<file path="src/rtl/mmio_xbar_pkg.sv">
// Shared definitions for the MMIO interconnect: FSM states, slot map, defaults.
package mmio_defs;

   typedef enum logic [1:0] {
      IDLE = 2'd0,
      WAIT = 2'd1,
      RESP = 2'd2
   } mmio_state_t;

   // Peripheral slot assignment
   localparam int unsigned SLV_GPIO  = 0;
   localparam int unsigned SLV_SPART = 1;
   localparam int unsigned SLV_BMP   = 2;
   localparam int unsigned SLV_SPARE = 3;

   // Default address map: slot i starts at MMIO_BASE_DEF + i * 2**SLOT_W_DEF
   localparam logic [15:0] MMIO_BASE_DEF = 16'hC000;
   localparam int unsigned SLOT_W_DEF    = 2;

endpackage

</file>
<file path="src/rtl/mmio_xbar_if.sv">
// Processor request/response and peripheral-side bus of the MMIO interconnect.
// 'slave' is the interconnect's own view, 'master' is the surrounding logic.
interface mmio_xbar_if #(
   parameter int unsigned ADDR_W = 16,
   parameter int unsigned DATA_W = 16,
   parameter int unsigned N_SLV  = 4,
   parameter int unsigned SLOT_W = 2
);
   logic                    req_valid;
   logic                    req_we;
   logic [ADDR_W-1:0]       req_addr;
   logic [DATA_W-1:0]       req_wdata;
   logic                    busy;
   logic                    resp_valid;
   logic [DATA_W-1:0]       resp_rdata;
   logic                    resp_err;
   logic [N_SLV-1:0]        s_sel;
   logic                    s_we;
   logic [SLOT_W-1:0]       s_addr;
   logic [DATA_W-1:0]       s_wdata;
   logic [N_SLV-1:0]        s_ready;
   logic [N_SLV*DATA_W-1:0] s_rdata;
   logic [ADDR_W-1:0]       err_addr;
   logic [7:0]              err_cnt;

   modport slave (
      input  req_valid, req_we, req_addr, req_wdata, s_ready, s_rdata,
      output busy, resp_valid, resp_rdata, resp_err,
             s_sel, s_we, s_addr, s_wdata, err_addr, err_cnt
   );

   modport master (
      output req_valid, req_we, req_addr, req_wdata, s_ready, s_rdata,
      input  busy, resp_valid, resp_rdata, resp_err,
             s_sel, s_we, s_addr, s_wdata, err_addr, err_cnt
   );
endinterface

</file>
<file path="src/rtl/mmio_xbar_decode.sv">
// Combinational address decode: word address -> {hit, slot index, word offset}.
module mmio_decode #(
   parameter int unsigned          ADDR_W    = 16,
   parameter int unsigned          N_SLV     = 4,
   parameter logic [ADDR_W-1:0]    MMIO_BASE = 16'hC000,
   parameter int unsigned          SLOT_W    = 2,
   parameter int unsigned          IDX_W     = (N_SLV > 1) ? $clog2(N_SLV) : 1
) (
   input  logic [ADDR_W-1:0] addr,
   output logic              hit,
   output logic [IDX_W-1:0]  idx,
   output logic [SLOT_W-1:0] off
);
   logic [ADDR_W-1:0] rel;
   logic [ADDR_W-1:0] slot;

   // Offset from the window base, split into slot number and word offset
   always_comb begin
      rel  = addr - MMIO_BASE;
      slot = rel >> SLOT_W;
      hit  = (addr >= MMIO_BASE) && (slot < ADDR_W'(N_SLV));
      idx  = slot[IDX_W-1:0];
      off  = rel[SLOT_W-1:0];
   end
endmodule

</file>
<file path="src/rtl/mmio_xbar.sv">
// Registered request/response bridge between the processor data port and the
// peripheral slots, with wait states, timeout and sticky error capture.
module mmio_xbar
   import mmio_defs::*;
#(
   parameter int unsigned       ADDR_W    = 16,
   parameter int unsigned       DATA_W    = 16,
   parameter int unsigned       N_SLV     = 4,
   parameter logic [ADDR_W-1:0] MMIO_BASE = MMIO_BASE_DEF,
   parameter int unsigned       SLOT_W    = SLOT_W_DEF,
   parameter int unsigned       TIMEOUT   = 15
) (
   input logic        clk,
   input logic        rst,
   mmio_xbar_if.slave bus
);
   localparam int unsigned IDX_W  = (N_SLV > 1) ? $clog2(N_SLV) : 1;
   localparam logic [7:0]  TO_LIM = 8'(TIMEOUT);

   mmio_state_t       state_q, state_d;
   logic              we_q, we_d;
   logic [ADDR_W-1:0] addr_q, addr_d;
   logic [DATA_W-1:0] wdata_q, wdata_d;
   logic [IDX_W-1:0]  idx_q, idx_d;
   logic [SLOT_W-1:0] off_q, off_d;
   logic [7:0]        cnt_q, cnt_d;
   logic [DATA_W-1:0] rdata_q, rdata_d;
   logic              err_q, err_d;
   logic [ADDR_W-1:0] err_addr_q, err_addr_d;
   logic [7:0]        err_cnt_q, err_cnt_d;

   logic              dec_hit;
   logic [IDX_W-1:0]  dec_idx;
   logic [SLOT_W-1:0] dec_off;
   logic [DATA_W-1:0] sel_rdata;
   logic              sel_ready;
   logic              log_err;
   logic [ADDR_W-1:0] log_addr;

   mmio_decode #(
      .ADDR_W    (ADDR_W),
      .N_SLV     (N_SLV),
      .MMIO_BASE (MMIO_BASE),
      .SLOT_W    (SLOT_W),
      .IDX_W     (IDX_W)
   ) u_decode (
      .addr (bus.req_addr),
      .hit  (dec_hit),
      .idx  (dec_idx),
      .off  (dec_off)
   );

   // Only the latched slot's ready/data are looked at; other slots are ignored
   always_comb begin
      sel_ready = bus.s_ready[idx_q];
      sel_rdata = bus.s_rdata[32'(idx_q) * DATA_W +: DATA_W];
   end

   // Next-state, request latching, timeout counting and error capture
   always_comb begin
      state_d    = state_q;
      we_d       = we_q;
      addr_d     = addr_q;
      wdata_d    = wdata_q;
      idx_d      = idx_q;
      off_d      = off_q;
      cnt_d      = cnt_q;
      rdata_d    = rdata_q;
      err_d      = err_q;
      err_addr_d = err_addr_q;
      err_cnt_d  = err_cnt_q;
      log_err    = 1'b0;
      log_addr   = addr_q;

      unique case (state_q)
         IDLE: begin
            if (bus.req_valid) begin
               we_d    = bus.req_we;
               addr_d  = bus.req_addr;
               wdata_d = bus.req_wdata;
               cnt_d   = '0;
               if (dec_hit) begin
                  idx_d   = dec_idx;
                  off_d   = dec_off;
                  state_d = WAIT;
               end else begin
                  rdata_d  = '0;
                  err_d    = 1'b1;
                  log_err  = 1'b1;
                  log_addr = bus.req_addr;
                  state_d  = RESP;
               end
            end
         end
         WAIT: begin
            // Ready is tested before the limit so a same-cycle ready wins
            if (sel_ready) begin
               rdata_d = we_q ? '0 : sel_rdata;
               err_d   = 1'b0;
               cnt_d   = '0;
               state_d = RESP;
            end else if (cnt_q == TO_LIM) begin
               rdata_d = '0;
               err_d   = 1'b1;
               cnt_d   = '0;
               log_err = 1'b1;
               state_d = RESP;
            end else begin
               cnt_d = cnt_q + 8'd1;
            end
         end
         RESP: begin
            state_d = IDLE;
         end
         default: begin
            state_d = IDLE;
         end
      endcase

      if (log_err) begin
         err_addr_d = log_addr;
         if (err_cnt_q != 8'hFF) begin
            err_cnt_d = err_cnt_q + 8'd1;
         end
      end
   end

   // State and datapath registers, synchronous reset
   always_ff @(posedge clk) begin
      if (rst) begin
         state_q    <= IDLE;
         we_q       <= 1'b0;
         addr_q     <= '0;
         wdata_q    <= '0;
         idx_q      <= '0;
         off_q      <= '0;
         cnt_q      <= '0;
         rdata_q    <= '0;
         err_q      <= 1'b0;
         err_addr_q <= '0;
         err_cnt_q  <= '0;
      end else begin
         state_q    <= state_d;
         we_q       <= we_d;
         addr_q     <= addr_d;
         wdata_q    <= wdata_d;
         idx_q      <= idx_d;
         off_q      <= off_d;
         cnt_q      <= cnt_d;
         rdata_q    <= rdata_d;
         err_q      <= err_d;
         err_addr_q <= err_addr_d;
         err_cnt_q  <= err_cnt_d;
      end
   end

   // Bus outputs: slave strobes only in WAIT, response only in RESP
   always_comb begin
      bus.busy       = (state_q != IDLE);
      bus.resp_valid = (state_q == RESP);
      bus.resp_rdata = (state_q == RESP) ? rdata_q : '0;
      bus.resp_err   = (state_q == RESP) && err_q;
      bus.s_sel      = '0;
      if (state_q == WAIT) begin
         bus.s_sel[idx_q] = 1'b1;
      end
      bus.s_we       = (state_q == WAIT) && we_q;
      bus.s_addr     = off_q;
      bus.s_wdata    = wdata_q;
      bus.err_addr   = err_addr_q;
      bus.err_cnt    = err_cnt_q;
   end
endmodule

</file>
<file path="src/flat_wrapper.sv">
// flat-port wrapper written by rule: the top's interface ports become plain ports
module mmio_xbar_flat import mmio_defs::*;
#(
   parameter int unsigned       ADDR_W    = 16,
   parameter int unsigned       DATA_W    = 16,
   parameter int unsigned       N_SLV     = 4,
   parameter logic [ADDR_W-1:0] MMIO_BASE = MMIO_BASE_DEF,
   parameter int unsigned       SLOT_W    = SLOT_W_DEF,
   parameter int unsigned       TIMEOUT   = 15
)
  (clk, rst, bus_req_valid, bus_req_we, bus_req_addr, bus_req_wdata, bus_s_ready, bus_s_rdata, bus_busy, bus_resp_valid, bus_resp_rdata, bus_resp_err, bus_s_sel, bus_s_we, bus_s_addr, bus_s_wdata, bus_err_addr, bus_err_cnt);
  mmio_xbar_if #(.ADDR_W(ADDR_W), .DATA_W(DATA_W), .N_SLV(N_SLV), .SLOT_W(SLOT_W)) bus_i ();
  input logic clk;
  input logic rst;
  input wire logic [$bits(bus_i.req_valid)-1:0] bus_req_valid;
  input wire logic [$bits(bus_i.req_we)-1:0] bus_req_we;
  input wire logic [$bits(bus_i.req_addr)-1:0] bus_req_addr;
  input wire logic [$bits(bus_i.req_wdata)-1:0] bus_req_wdata;
  input wire logic [$bits(bus_i.s_ready)-1:0] bus_s_ready;
  input wire logic [$bits(bus_i.s_rdata)-1:0] bus_s_rdata;
  output wire logic [$bits(bus_i.busy)-1:0] bus_busy;
  output wire logic [$bits(bus_i.resp_valid)-1:0] bus_resp_valid;
  output wire logic [$bits(bus_i.resp_rdata)-1:0] bus_resp_rdata;
  output wire logic [$bits(bus_i.resp_err)-1:0] bus_resp_err;
  output wire logic [$bits(bus_i.s_sel)-1:0] bus_s_sel;
  output wire logic [$bits(bus_i.s_we)-1:0] bus_s_we;
  output wire logic [$bits(bus_i.s_addr)-1:0] bus_s_addr;
  output wire logic [$bits(bus_i.s_wdata)-1:0] bus_s_wdata;
  output wire logic [$bits(bus_i.err_addr)-1:0] bus_err_addr;
  output wire logic [$bits(bus_i.err_cnt)-1:0] bus_err_cnt;
  assign bus_i.req_valid = bus_req_valid;
  assign bus_i.req_we = bus_req_we;
  assign bus_i.req_addr = bus_req_addr;
  assign bus_i.req_wdata = bus_req_wdata;
  assign bus_i.s_ready = bus_s_ready;
  assign bus_i.s_rdata = bus_s_rdata;
  assign bus_busy = bus_i.busy;
  assign bus_resp_valid = bus_i.resp_valid;
  assign bus_resp_rdata = bus_i.resp_rdata;
  assign bus_resp_err = bus_i.resp_err;
  assign bus_s_sel = bus_i.s_sel;
  assign bus_s_we = bus_i.s_we;
  assign bus_s_addr = bus_i.s_addr;
  assign bus_s_wdata = bus_i.s_wdata;
  assign bus_err_addr = bus_i.err_addr;
  assign bus_err_cnt = bus_i.err_cnt;
  mmio_xbar #(.ADDR_W(ADDR_W), .DATA_W(DATA_W), .N_SLV(N_SLV), .MMIO_BASE(MMIO_BASE), .SLOT_W(SLOT_W), .TIMEOUT(TIMEOUT)) u_core (.clk(clk), .rst(rst), .bus(bus_i));
endmodule
</file>
<file path="config.mk">
export PLATFORM = sky130hd
export DESIGN_NAME = mmio_xbar_flat
export DESIGN_NICKNAME = d
export VERILOG_FILES = /design/src/rtl/mmio_xbar_pkg.sv /design/src/rtl/mmio_xbar_if.sv /design/src/rtl/mmio_xbar_decode.sv /design/src/rtl/mmio_xbar.sv /design/src/flat_wrapper.sv
export SDC_FILE = /design/constraint.sdc
export NUM_CORES = 1
export LEC_CHECK = 0
export ABC_AREA = 1
export CAP_MARGIN = 25
export CORE_UTILIZATION = 30
export DETAILED_ROUTE_END_ITERATION = 10
export SYNTH_ARGS = -nofsm -noshare
export SYNTH_HDL_FRONTEND = slang
export SYNTH_SLANG_ARGS = --single-unit
</file>
<file path="constraint.sdc">
create_clock -name clk -period 3.5 [get_ports clk]
set_input_delay 0.525 -clock clk [delete_from_list [all_inputs] [get_ports clk]]
set_output_delay 0.525 -clock clk [all_outputs]
set_load 0.05 [all_outputs]
</file>
## Word level (Yosys, flattened, before mapping)

Index checks and enable logic that the tools add are counted.

| word-level totals | value |
|---|---|
| flip-flop bits (word level) | 88 |
| latch bits | 0 |
| memory bits (writable) | 0 |
| memory bits (read-only) | 0 |
| input port bits | 104 |
| output and inout bits | 66 |
| logic and storage cells | 73 |
| memories | 0 |

| cells by class | value |
|---|---|
| add/subtract/negate cells | 3 |
| multiply operators | 0 |
| div/mod/pow operators | 0 |
| $lt $le $gt $ge | 4 |
| eq/ne operators | 7 |
| shift-type cells | 1 |
| muxes and demuxes | 34 |
| bitwise gates (word level) | 0 |
| reductions and logical operators | 13 |

Operator list:

| operator | count |
|---|---|
| $mux 16 | 9 |
| $shiftx 64x7->16 | 1 |
| $pmux 16 s2 | 1 |
| $mux 8 | 3 |
| $add 8x1->8 const B | 2 |
| $ge 16x16->1 const B | 1 |
| $pmux 8 s2 | 1 |
| $sub 16x16->16 const B | 1 |
| $lt 14x3->1 const B | 1 |
| $mux 1 | 10 |
| $eq 8x4->1 const B | 1 |
| $mux 2 | 4 |
| $ne 8x8->1 const B | 1 |
| $reduce_and 2->1 | 4 |
| $logic_and 1x1->1 | 4 |
| $mux 4 | 1 |
| $ne 2x2->1 const B | 2 |
| $pmux 1 s2 | 2 |
| $pmux 2 s2 | 1 |
| $reduce_and 4->1 | 1 |
| $reduce_bool 2->1 | 2 |
| $lt 2x3->1 const B | 1 |
| $ne 3x1->1 const B | 1 |
| $reduce_and 3->1 | 1 |
| other kinds (6) | 6 |

## Longest topological paths before layout

Gate-level depths: netlist (run 1).

| depth | value |
|---|---|
| depth in word-level cells | 7 |
| gate-level depth with buffers | 12 |
| mapped depth without buffers | 10 |

## Hierarchy

From an unflattened synthesis (run 1), not the netlist that was laid out.

| second synthesis, totals | value |
|---|---|
| cell total of the unflattened synthesis | 653 |
| area total of the unflattened synthesis | 4,362.9 sq um |

By module, submodules not included:

| module | times used | cells each | area an instance (sq um) | sequential area each (sq um) |
|---|---|---|---|---|
| mmio_xbar | 1 | 632 | 4,266.6 | 1,761.7 |
| mmio_decode | 1 | 21 | 96.3 | 0.0 |

## Least setup slack after synthesis (run 1)

OpenSTA, ideal clock, no wires.

| timing | value |
|---|---|
| path type | register to output |
| start | reg u_core.state_q[1] |
| end | out bus_resp_rdata[10] |
| arrival time | 2.392 ns |
| data required time | 2.975 ns |
| slack | 0.583 ns |
| stages on the path, launching flop included | 6 |
| buffers on the path | 1 |
| cells stage by stage | dfxtp_1 inv_1 nor2_1 clkinv_1 clkbuf_1 nor2_1 |

| between the ends | value |
|---|---|
| word-level cells in the longest chain between the ends | 2 |

Ends and longest elaborated chain:

| what | line | source |
|---|---|---|
| start, declared | mmio_xbar.sv:20 | `mmio_state_t state_q, state_d;` |
| start signal, assigned | mmio_xbar.sv:143 | `state_q <= state_d;` |
| $eq 2x2->1 | - |  |
| via bus_resp_valid | flat_wrapper.sv:22 | `output wire logic [$bits(bus_i.resp_valid)-1:0] bus_resp_valid;` |
| $mux 16 | mmio_xbar.sv:161 | `bus.resp_rdata = (state_q == RESP) ? rdata_q : '0;` |
| end, declared | flat_wrapper.sv:23 | `output wire logic [$bits(bus_i.resp_rdata)-1:0] bus_resp_rdata;` |

The timed path passes the listed nets, and every way through them passes these cells.

## Final worst setup path (run 1)

| timing | value |
|---|---|
| start | reg u_core.state_q[1] |
| end | out bus_resp_rdata[7] |

| between the ends | value |
|---|---|
| word-level cells in the longest chain between the ends | 2 |

Ends and longest elaborated chain:

| what | line |
|---|---|
| $eq 2x2->1 | mmio_xbar.sv:161 |
| $mux 16 | mmio_xbar.sv:161 |

No other way between the ends.

==> impl_metrics.py, run 1 <==
metrics = {
    "routing": {
        "post_drt_wl_per_cell_microns": 13.5,
        "wirelength_microns": 13900,
        "drc": 0,
        "ant_nets": 0,
        "first_pass_iters": 4,
        "vias_per_cell": 4.62,
        "dr_total_vias": 4759,
        "drt-initial-drc-count": 285,
    },
    "setup_path": {
        "cp_max_fo": 17,
        "slowest_delay_ns": 0.84,
        "crit_arrival_ns": 2.40,
        "startpoint": "u_core.state_q[1]$_SDFFE_PP0P_",
        "worstSetupPathType": "flip-flop to primary output",
        "reg2reg_depth": 9,
        "cp_cell_sequence": "inv_1 -> nor2_1 -> clkinv_1 -> nor2_1 -> clkdlybuf4s50_1",
        "r2r-end": "u_core.bus.err_cnt[1]$_SDFFE_PP0P_",
        "critPathCapture": "bus_resp_rdata[7]",
        "crit_cells": 5,
        "cp-start-kind": "flip-flop",
        "crit_required_ns": 2.97,
        "crit_path_top_delay_cell": "clkdlybuf4s50_1",
        "path_buf_inv": 3,
        "crit_path_end_kind": "primary output",
        "r2r_start": "u_core.idx_q[0]$_SDFFE_PP0P_",
        "critPathTopFamily": "buffers and inverters",
        "cpMostUsedCell": "nor2_1",
        "r2r_slack_ns": 1.22,
    },
    "floorplan": {
        "fp.coreArea_sq_um": 14600,
        "die_area_sq_um": 15500,
        "ios": 170,
        "initial_core_util_pct": 30.9,
        "die_h_microns": 125,
        "num_rows": 44,
        "die_w_microns": 125,
    },
    "clock_tree": {
        "cts_tree": "built",
        "h-tree-depth": 3,
        "cts-resized-gates": 0,
        "root_buffer": "clkbuf_16",
        "cts_buffers": 9,
        "clock-sinks": 88,
        "ctsHoldBuffers": 0,
        "clockBufferDepth": 2,
        "clk_latency_ns": 0.34,
        "path_clk_slew_ns": 0.06,
        "post_cts_buffers": 0,
    },
    "min_path": {
        "min_path_type": "flip-flop to flip-flop",
        "worstHoldStart": "u_core.addr_q[5]$_SDFFE_PP0P_",
    },
    "global_route": {
        "grt_max_degree": 67,
        "gr-total-overflow": 0,
        "grt_pass1_vias": 4615,
        "antenna_found_initial": 0,
        "grt_pass1_wl_microns": 23100,
        "grt_usage_pct": 18.6,
    },
    "sta": {
        "slew_violations": 0,
        "min_period_ns": 2.93,
        "holdWs_ns": 0.455,
        "slew_headroom_pct": 35.6,
        "hold_viol_final": 0,
        "setup_violations": 0,
        "tns_ns": 0,
        "finClkSkew_ns": 0.00953,
        "clock.fmax_mhz": 341,
        "tightest_slew_ns": 0.965,
        "rsz0062_at_grt": "no",
        "fin_crit_sh_pct": 83.7,
    },
    "synthesis": {
        "avgSynthCellArea_sq_um": 6.50,
        "syn_inst": 693,
        "seq_area_frac_synth_pct": 39.1,
        "synthTopCellsByArea": "dfxtp_1 39%, nand2_1 16%, nor2_1 10%",
        "synth_nets": 799,
        "synth.distinct_cells": 30,
        "netlist_area_sq_um": 4510,
        "ys_seq_elements": 88,
        "synth_top_cell_by_area": "dfxtp_1",
        "yosysWarnings": 0,
        "synth_top_cell_area_share_pct": 39.1,
    },
    "place": {
        "dpl_cell_area_sq_um": 6250,
        "io_buffers": 169,
        "dpl.hpwl_microns": 10200,
        "gp_congestion": 0.780,
        "dpl.cell_count": 1014,
    },
    "run_status": {
        "status": "finished clean",
    },
    "run": {
        "drv_cap": 0,
    },
    "final_layout": {
        "area_growth_pct": 46.3,
        "final_common_cell": "nand2_1",
        "fin_area_sq_um": 6590,
        "seq_area_sq_um": 1760,
        "layout-drive-gt1-share_pct": 5.20,
        "fillers": 1569,
        "stdcell_count": 1030,
        "antennaDiodeCount": 0,
        "multi_input_area_sq_um": 2300,
        "layout_common_cells": "187 x nand2_1, 169 x clkdlybuf4s50_1, 124 x nor2_1",
        "fin_nets": 947,
    },
    "power": {
        "cellPowerDensity_nw_per_um2": 403,
        "total_power_w": 0.00265,
        "p_leak_nw": 2.69,
        "peakVddDrop_mv": 0.213,
    },
}
metal layers:
| layer | wire length [microns] | track usage, % | vias up | share of wire (%) |
|---|---|---|---|---|
| met5 | 0 | 0 | - | 0 |
| met4 | 259 | 6.73 | 0 | 1.9 |
| met3 | 1270 | 6.40 | 15 | 9.1 |
| met2 | 6110 | 30.0 | 170 | 44 |
| met1 | 6310 | 22.7 | 2093 | 45 |
| li1 | - | - | 2481 | - |
synth_stat cells:
| cell | instances |
|---|---|
| nand2_1 | 187 |
| nor2_1 | 124 |
| dfxtp_1 | 88 |
| o21ai_0 | 68 |
| inv_1 | 61 |
| a21oi_1 | 35 |
| nand3_1 | 33 |
| clkbuf_1 | 18 |
| nand4_1 | 17 |
| buf_2 | 10 |
| buf_6 | 7 |
| nor3_1 | 7 |
| nand2_2 | 5 |
| nand2_4 | 5 |
| xor2_1 | 4 |
| nor2_2 | 3 |
| and3_1 | 2 |
| clkinv_1 | 2 |
| ha_1 | 2 |
| inv_2 | 2 |
| nand3_2 | 2 |
| nor2_8 | 2 |
| o21ai_2 | 2 |
| a211oi_1 | 1 |
| inv_4 | 1 |
| nor2_4 | 1 |
| nor3_2 | 1 |
| nor4_1 | 1 |
| o21a_1 | 1 |
| xnor2_1 | 1 |
where the power goes:
part	leakage [nW]	switching, W	total (W)	internal [W]
combinational	1.80	0.000287	0.000497	0.000210
clock	0.166	0.000414	0.00108	0.000670
sequential	0.721	0.0000244	0.00107	0.00105
registers in the layout, summed over array words and instances (netlist names):
name                 count
u_core.addr_q           16
u_core.rdata_q          16
u_core.bus.err_cnt       8
u_core.bus.err_addr     16
u_core.bus.s_addr        2
u_core.err_q             1
u_core.cnt_q             8
u_core.state_q           2
u_core.bus.s_wdata      16
u_core.idx_q             2
u_core.we_q              1
final cells by class:
type | count | share of cell area (%)
Clock buffer | 11 | 3.83
Clock inverter | 5 | 1.31
Inverter | 66 | 3.80
Multi-Input combinational cell | 504 | 34.8
Sequential cell | 88 | 26.7
Tap cell | 184 | 3.49
Timing Repair Buffer | 172 | 26.0
worst min-delay path by stage:
stage,slack (ns),to,cells after the start
after floorplan,0.43,u_core.addr_q[8]$_SDFFE_PP0P_,2
after global placement,0.44,u_core.addr_q[5]$_SDFFE_PP0P_,2
after global routing,0.49,u_core.addr_q[8]$_SDFFE_PP0P_,2
after detailed placement,0.45,u_core.addr_q[5]$_SDFFE_PP0P_,2
final,0.46,u_core.addr_q[5]$_SDFFE_PP0P_,2
after CTS,0.46,u_core.addr_q[5]$_SDFFE_PP0P_,2
metrics by stage:
step | setup slack [ns] | utilization [%]
after global routing | 0.320 | 45.2
after global placement | 0.711 | 42.9
after floorplan | 0.583 | -
final | 0.572 | 45.2
after detailed placement | 0.681 | 42.9
after CTS | 0.543 | 45.2
logic make-up after synthesis:
kind of cell,after synthesis,share of synthesized area [%]
AND/OR/NAND/NOR,390,37.3
AO/OA/AOI/OAI,107,12.2
buffers and inverters,101,9.91
flip-flops,88,39.1
XOR/XNOR,5,0.972
adder cells (fa/ha/maj),2,0.555
worst reg2reg max path: stages, from the launching register on:
cell	delay, ns
dfxtp_1	0.68
nor2_8	0.14
nand2_2	0.11
nand2_4	0.07
nor2_8	0.11
nand2_1	0.10
nand2_2	0.48
nand2_1	0.28
nand2_1	0.12
a21oi_1	0.06
No activity file was read; power rests on OpenSTA's default activity.
==> inputs of run 2 (changes only) <==
==> constraint.sdc (replaced) <==
create_clock -name clk -period 2.55 [get_ports clk]
set_input_delay 0.3825 -clock clk [delete_from_list [all_inputs] [get_ports clk]]
set_output_delay 0.3825 -clock clk [all_outputs]
set_load 0.05 [all_outputs]
==> run 2 against run 1 <==
Sequential power is 37% higher. Critical path type unchanged. Clock power is 36% higher. Highest routed layer unchanged. Final area is 0.49% higher. Hold slack worse by 0.0026 ns. Combinational power is 38% higher. First-iteration DRC count is 9.5% lower. Cell count is 0.87% higher. Die area stayed put.
==> impl_metrics.py, run 2 (synthesized netlist as in run 1, its figures left out) <==
metrics = {
    "power": {
        "cellPowerDensity_nw_per_um2": 547,
        "comb_power_share_pct": 18.9,
        "peakVddDrop_mv": 0.406,
        "clkPwrFrac_pct": 40.4,
        "p_int_w": 0.00268,
        "swShare_pct": 26.1,
        "p_leak_nw": 2.77,
        "p_seq_share_pct": 40.6,
        "p_sw_w": 0.000946,
    },
    "place": {
        "gp_congestion": 0.801,
        "post-place-ws_ns": 0.282,
        "dpl.hpwl_microns": 9730,
        "io_buffers": 169,
    },
    "global_route": {
        "antenna_found_initial": 0,
        "grt_pass1_wl_microns": 21500,
        "grt_max_degree": 40,
        "grt_usage_pct": 17.2,
        "grt_pass1_vias": 4385,
        "gr-total-overflow": 0,
    },
    "final_layout": {
        "area_growth_pct": 47.0,
        "final_common_cell": "nand2_1",
        "layout_common_cells": "187 x nand2_1, 151 x clkdlybuf4s50_1, 123 x nor2_1",
        "fin_nets": 956,
        "antennaDiodeCount": 0,
        "seq_area_sq_um": 1760,
        "fillers": 1550,
        "postLayoutCoreUtil_pct": 45.4,
        "layout-drive-gt1-share_pct": 8.07,
        "multi_input_area_sq_um": 2300,
    },
    "routing": {
        "drc": 0,
        "vias_per_cell": 4.52,
        "drt-initial-drc-count": 258,
        "first_pass_iters": 4,
        "wirelength_microns": 13000,
        "ant_nets": 0,
        "dr_total_vias": 4694,
        "post_drt_wl_per_cell_microns": 12.6,
    },
    "setup_path": {
        "r2r_slack_ns": 0.59,
        "reg2reg_depth": 8,
        "r2r_start": "u_core.idx_q[1]$_SDFFE_PP0P_",
        "crit_arrival_ns": 2.07,
        "cp_max_fo": 9,
        "r2r-end": "u_core.rdata_q[12]$_SDFFE_PP0P_",
        "crit_required_ns": 2.17,
        "startpoint": "u_core.idx_q[0]$_SDFFE_PP0P_",
        "worstSetupPathType": "flip-flop to primary output",
        "crit_path_end_kind": "primary output",
        "cp-start-kind": "flip-flop",
        "critPathCapture": "bus_s_sel[1]",
    },
    "floorplan": {
        "die_w_microns": 125,
        "num_rows": 44,
        "fp.coreArea_sq_um": 14600,
        "ios": 170,
        "die_area_sq_um": 15500,
        "initial_core_util_pct": 30.9,
        "die_h_microns": 125,
    },
    "clock_tree": {
        "h-tree-depth": 3,
        "clk_latency_ns": 0.34,
        "cts-resized-gates": 0,
        "clockBufferDepth": 2,
        "root_buffer": "clkbuf_16",
        "cts_buffers": 9,
        "cts_tree": "built",
        "path_clk_slew_ns": 0.06,
        "ctsHoldBuffers": 0,
        "clock-sinks": 88,
        "post_cts_buffers": 0,
    },
    "run": {
        "drv_cap": 0,
    },
    "run_status": {
        "status": "finished clean",
    },
    "sta": {
        "setup_violations": 0,
        "tns_ns": 0,
        "rsz0062_at_grt": "no",
        "min_period_ns": 2.45,
        "finalWorstSetupSlack_ns": 0.0957,
        "clock.fmax_mhz": 407,
        "fin_crit_sh_pct": 96.2,
        "holdWs_ns": 0.453,
        "slew_violations": 0,
        "tightest_slew_ns": 0.682,
        "finClkSkew_ns": 0.00283,
        "slew_headroom_pct": 54.5,
        "hold_viol_final": 0,
    },
    "min_path": {
        "min_path_type": "flip-flop to flip-flop",
    },
}
[run 2: cell type report]
class,count,area share [%]
multi-input cells,504,34.7
repair buffers,181,26.4
well taps,184,3.47
inverters,66,3.78
clock inverters,2,0.907
clock buffers,14,4.14
flip-flops and latches,88,26.6
[run 2: per-layer routing]
layer	vias to the layer above	wire (microns)	track usage (%)
met4	0	148	4.89
met2	141	5840	27.6
met1	2047	5940	21.5
li1	2496	-	-
met5	-	0	0
met3	10	1120	5.97
[run 2: metrics by stage]
stage,instance area [sq um],total power [W],cells
CTS,6630,0.00367,1039
detailed placement,6290,0.00219,1023
global route,6630,0.00379,1039
floorplan,4510,0.00188,693
global placement,6290,0.00219,1023
finish,6630,0.00363,1039
[run 2: power groups by stage]
stage	clock [W]	combinational [W]	sequential [W]
2_1_floorplan	0	0.000235	0.00165
3_3_place_gp	0	0.000690	0.00150
3_5_place_dp	0	0.000690	0.00150
4_1_cts	0.00150	0.000693	0.00147
5_1_grt	0.00156	0.000746	0.00148
6_report	0.00147	0.000686	0.00147
[run 2: worst max-delay path, stage by stage (launching register included)]
cell             delay, ns
dfxtp_1               0.65
inv_4                 0.07
nor3_1                0.18
clkdlybuf4s50_1       0.83
[run 2: worst min path at each step]
stage / endpoint / cells past startpoint / slack [ns] / from
after detailed placement: u_core.addr_q[7]$_SDFFE_PP0P_ / 2 / 0.45 / u_core.addr_q[7]$_SDFFE_PP0P_
after CTS: u_core.addr_q[7]$_SDFFE_PP0P_ / 2 / 0.46 / u_core.addr_q[7]$_SDFFE_PP0P_
after global routing: u_core.addr_q[6]$_SDFFE_PP0P_ / 2 / 0.48 / u_core.addr_q[6]$_SDFFE_PP0P_
final: u_core.addr_q[7]$_SDFFE_PP0P_ / 2 / 0.45 / u_core.addr_q[7]$_SDFFE_PP0P_
after global placement: u_core.addr_q[7]$_SDFFE_PP0P_ / 2 / 0.44 / u_core.addr_q[7]$_SDFFE_PP0P_
after floorplan: u_core.addr_q[8]$_SDFFE_PP0P_ / 2 / 0.43 / u_core.addr_q[8]$_SDFFE_PP0P_
==> inputs of run 3 (changes only) <==
--- a/config.mk
+++ b/config.mk
@@ -9,6 +9,7 @@
 export CAP_MARGIN = 25
 export CORE_UTILIZATION = 30
 export DETAILED_ROUTE_END_ITERATION = 10
+export REMOVE_ABC_BUFFERS = 1
 export SYNTH_ARGS = -nofsm -noshare
 export SYNTH_HDL_FRONTEND = slang
 export SYNTH_SLANG_ARGS = --single-unit
==> run 3 against run 2 <==
Cell count about the same. First-iteration DRC count decreased by 11%. Register-to-register slack got worse by 0.10 ns. Largest cell class unchanged. Largest power group unchanged.
==> impl_metrics.py, run 3 (synthesized netlist as in run 1, its figures left out) <==
metrics = {
    "run_status": {
        "status": "finished clean",
    },
    "routing": {
        "wirelength_microns": 13100,
        "dr_total_vias": 4696,
        "drt-initial-drc-count": 229,
        "drc": 0,
        "post_drt_wl_per_cell_microns": 12.6,
        "ant_nets": 0,
        "vias_per_cell": 4.52,
        "first_pass_iters": 4,
    },
    "final_layout": {
        "postLayoutCoreUtil_pct": 46.6,
        "layout-drive-gt1-share_pct": 8.43,
        "layout_common_cells": "187 x nand2_1, 147 x clkdlybuf4s50_1, 124 x nor2_1",
        "final_common_cell": "nand2_1",
        "area_growth_pct": 50.8,
        "multi_input_area_sq_um": 2300,
        "antennaDiodeCount": 0,
        "fin_nets": 955,
        "fillers": 1488,
        "seq_area_sq_um": 1760,
    },
    "setup_path": {
        "worstSetupPathType": "flip-flop to primary output",
        "crit_path_end_kind": "primary output",
        "r2r_start": "u_core.idx_q[0]$_SDFFE_PP0P_",
        "startpoint": "u_core.state_q[0]$_SDFFE_PP0P_",
        "crit_path_top_delay_cell": "clkdlybuf4s50_1",
        "crit_arrival_ns": 2.00,
        "cp_cell_sequence": "nand2_2 -> nor3_1 -> clkdlybuf4s50_1",
        "reg2reg_depth": 8,
        "crit_required_ns": 2.17,
        "cp_max_fo": 9,
        "cp-start-kind": "flip-flop",
        "slowest_delay_ns": 0.84,
    },
    "global_route": {
        "grt_max_degree": 42,
        "antenna_found_initial": 0,
        "grt_pass1_vias": 4352,
        "grt_usage_pct": 17.3,
        "grt_pass1_wl_microns": 21700,
        "gr-total-overflow": 0,
    },
    "power": {
        "clkPwrFrac_pct": 38.4,
        "p_sw_w": 0.000985,
        "total_power_w": 0.00352,
        "p_leak_nw": 2.80,
        "p_int_w": 0.00253,
        "cellPowerDensity_nw_per_um2": 517,
        "p_seq_share_pct": 41.8,
        "swShare_pct": 28.0,
        "peakVddDrop_mv": 0.315,
        "comb_power_share_pct": 19.7,
    },
    "min_path": {
        "hold-path-cell-count": 2,
        "min_path_type": "flip-flop to flip-flop",
        "worstHoldStart": "u_core.addr_q[5]$_SDFFE_PP0P_",
    },
    "sta": {
        "fin_crit_sh_pct": 93.3,
        "slew_violations": 0,
        "tightest_slew_ns": 0.768,
        "rsz0062_at_grt": "no",
        "min_period_ns": 2.38,
        "finClkSkew_ns": 0.00620,
        "hold_viol_final": 0,
        "setup_violations": 0,
        "slew_headroom_pct": 48.7,
        "finalWorstSetupSlack_ns": 0.172,
        "clock.fmax_mhz": 420,
    },
    "clock_tree": {
        "root_buffer": "clkbuf_16",
        "ctsHoldBuffers": 0,
        "h-tree-depth": 3,
        "path_clk_slew_ns": 0.07,
        "cts_tree": "built",
        "clock-sinks": 88,
        "cts-resized-gates": 0,
        "post_cts_buffers": 0,
        "clockBufferDepth": 2,
        "clk_latency_ns": 0.34,
        "cts_buffers": 9,
    },
    "floorplan": {
        "initial_core_util_pct": 30.9,
        "num_rows": 44,
        "die_area_sq_um": 15500,
        "die_w_microns": 125,
        "ios": 170,
        "fp.coreArea_sq_um": 14600,
        "die_h_microns": 125,
    },
    "place": {
        "gp_congestion": 0.791,
        "dpl.hpwl_microns": 9510,
        "io_buffers": 169,
        "post-place-ws_ns": 0.354,
    },
    "run": {
        "drv_cap": 0,
    },
}
-- run 3: cell types whose count changed in the layout (fill, tap and decap cells not counted), moves of 2 or more --
cell             before  now
clkdlybuf4s50_1     151  147
clkbuf_8              3    1
buf_4                29   13
buf_12                1   19
clkinvlp_4            0    2
-- run 3: path summary, 6_finish.rpt --
kind                                    endpoint  slack, ns
hold reg to reg    u_core.addr_q[5]$_SDFFE_PP0P_       0.45
hold / removal     u_core.addr_q[5]$_SDFFE_PP0P_       0.45
setup reg to reg  u_core.rdata_q[5]$_SDFFE_PP0P_       0.49
setup / recovery                    bus_s_sel[0]       0.17
-- run 3: metrics by stage --
step | instance area, sq um | cells | hold WS, ns | TNS (ns)
detailed placement | 6490 | 1022 | 0.443 | 0
finish | 6790 | 1038 | 0.450 | 0
global placement | 6490 | 1022 | 0.439 | 0
CTS | 6790 | 1038 | 0.453 | 0
floorplan | 4310 | 658 | 0.432 | -4.25
global route | 6790 | 1038 | 0.470 | 0
-- run 3: power by group through the flow --
stage | Combinational (W) | Sequential (W) | Clock, W
3_5_place_dp | 0.000697 | 0.00150 | 0
3_3_place_gp | 0.000697 | 0.00150 | 0
2_1_floorplan | 0.000203 | 0.00165 | 0
4_1_cts | 0.000700 | 0.00147 | 0.00138
6_report | 0.000694 | 0.00147 | 0.00135
5_1_grt | 0.000753 | 0.00148 | 0.00145
-- run 3: final cells by class --
| cell class | count | share of cell area (%) |
|---|---|---|
| Multi-Input combinational cell | 504 | 33.8 |
| Timing Repair Buffer | 180 | 28.8 |
| Sequential cell | 88 | 25.9 |
| Inverter | 66 | 3.68 |
| Clock buffer | 12 | 3.63 |
| Tap cell | 184 | 3.39 |
| Clock inverter | 4 | 0.792 |
-- run 3: critical path: cells and delay by family (launching register included) --
kind / cells / cell delay, ns
buf+inv: 1 / 0.84
simple gates: 2 / 0.38
flops: 1 / 0.42
-- run 3: per-layer routing --
layer | part of all wire [%] | track usage [%] | routed length (microns) | vias up
met5 | 0 | 0 | 0 | -
met4 | 1.3 | 6.66 | 174 | 0
met3 | 6.5 | 5.03 | 848 | 10
met2 | 46 | 27.9 | 6010 | 128
met1 | 46 | 21.7 | 6060 | 2057
li1 | - | - | - | 2501
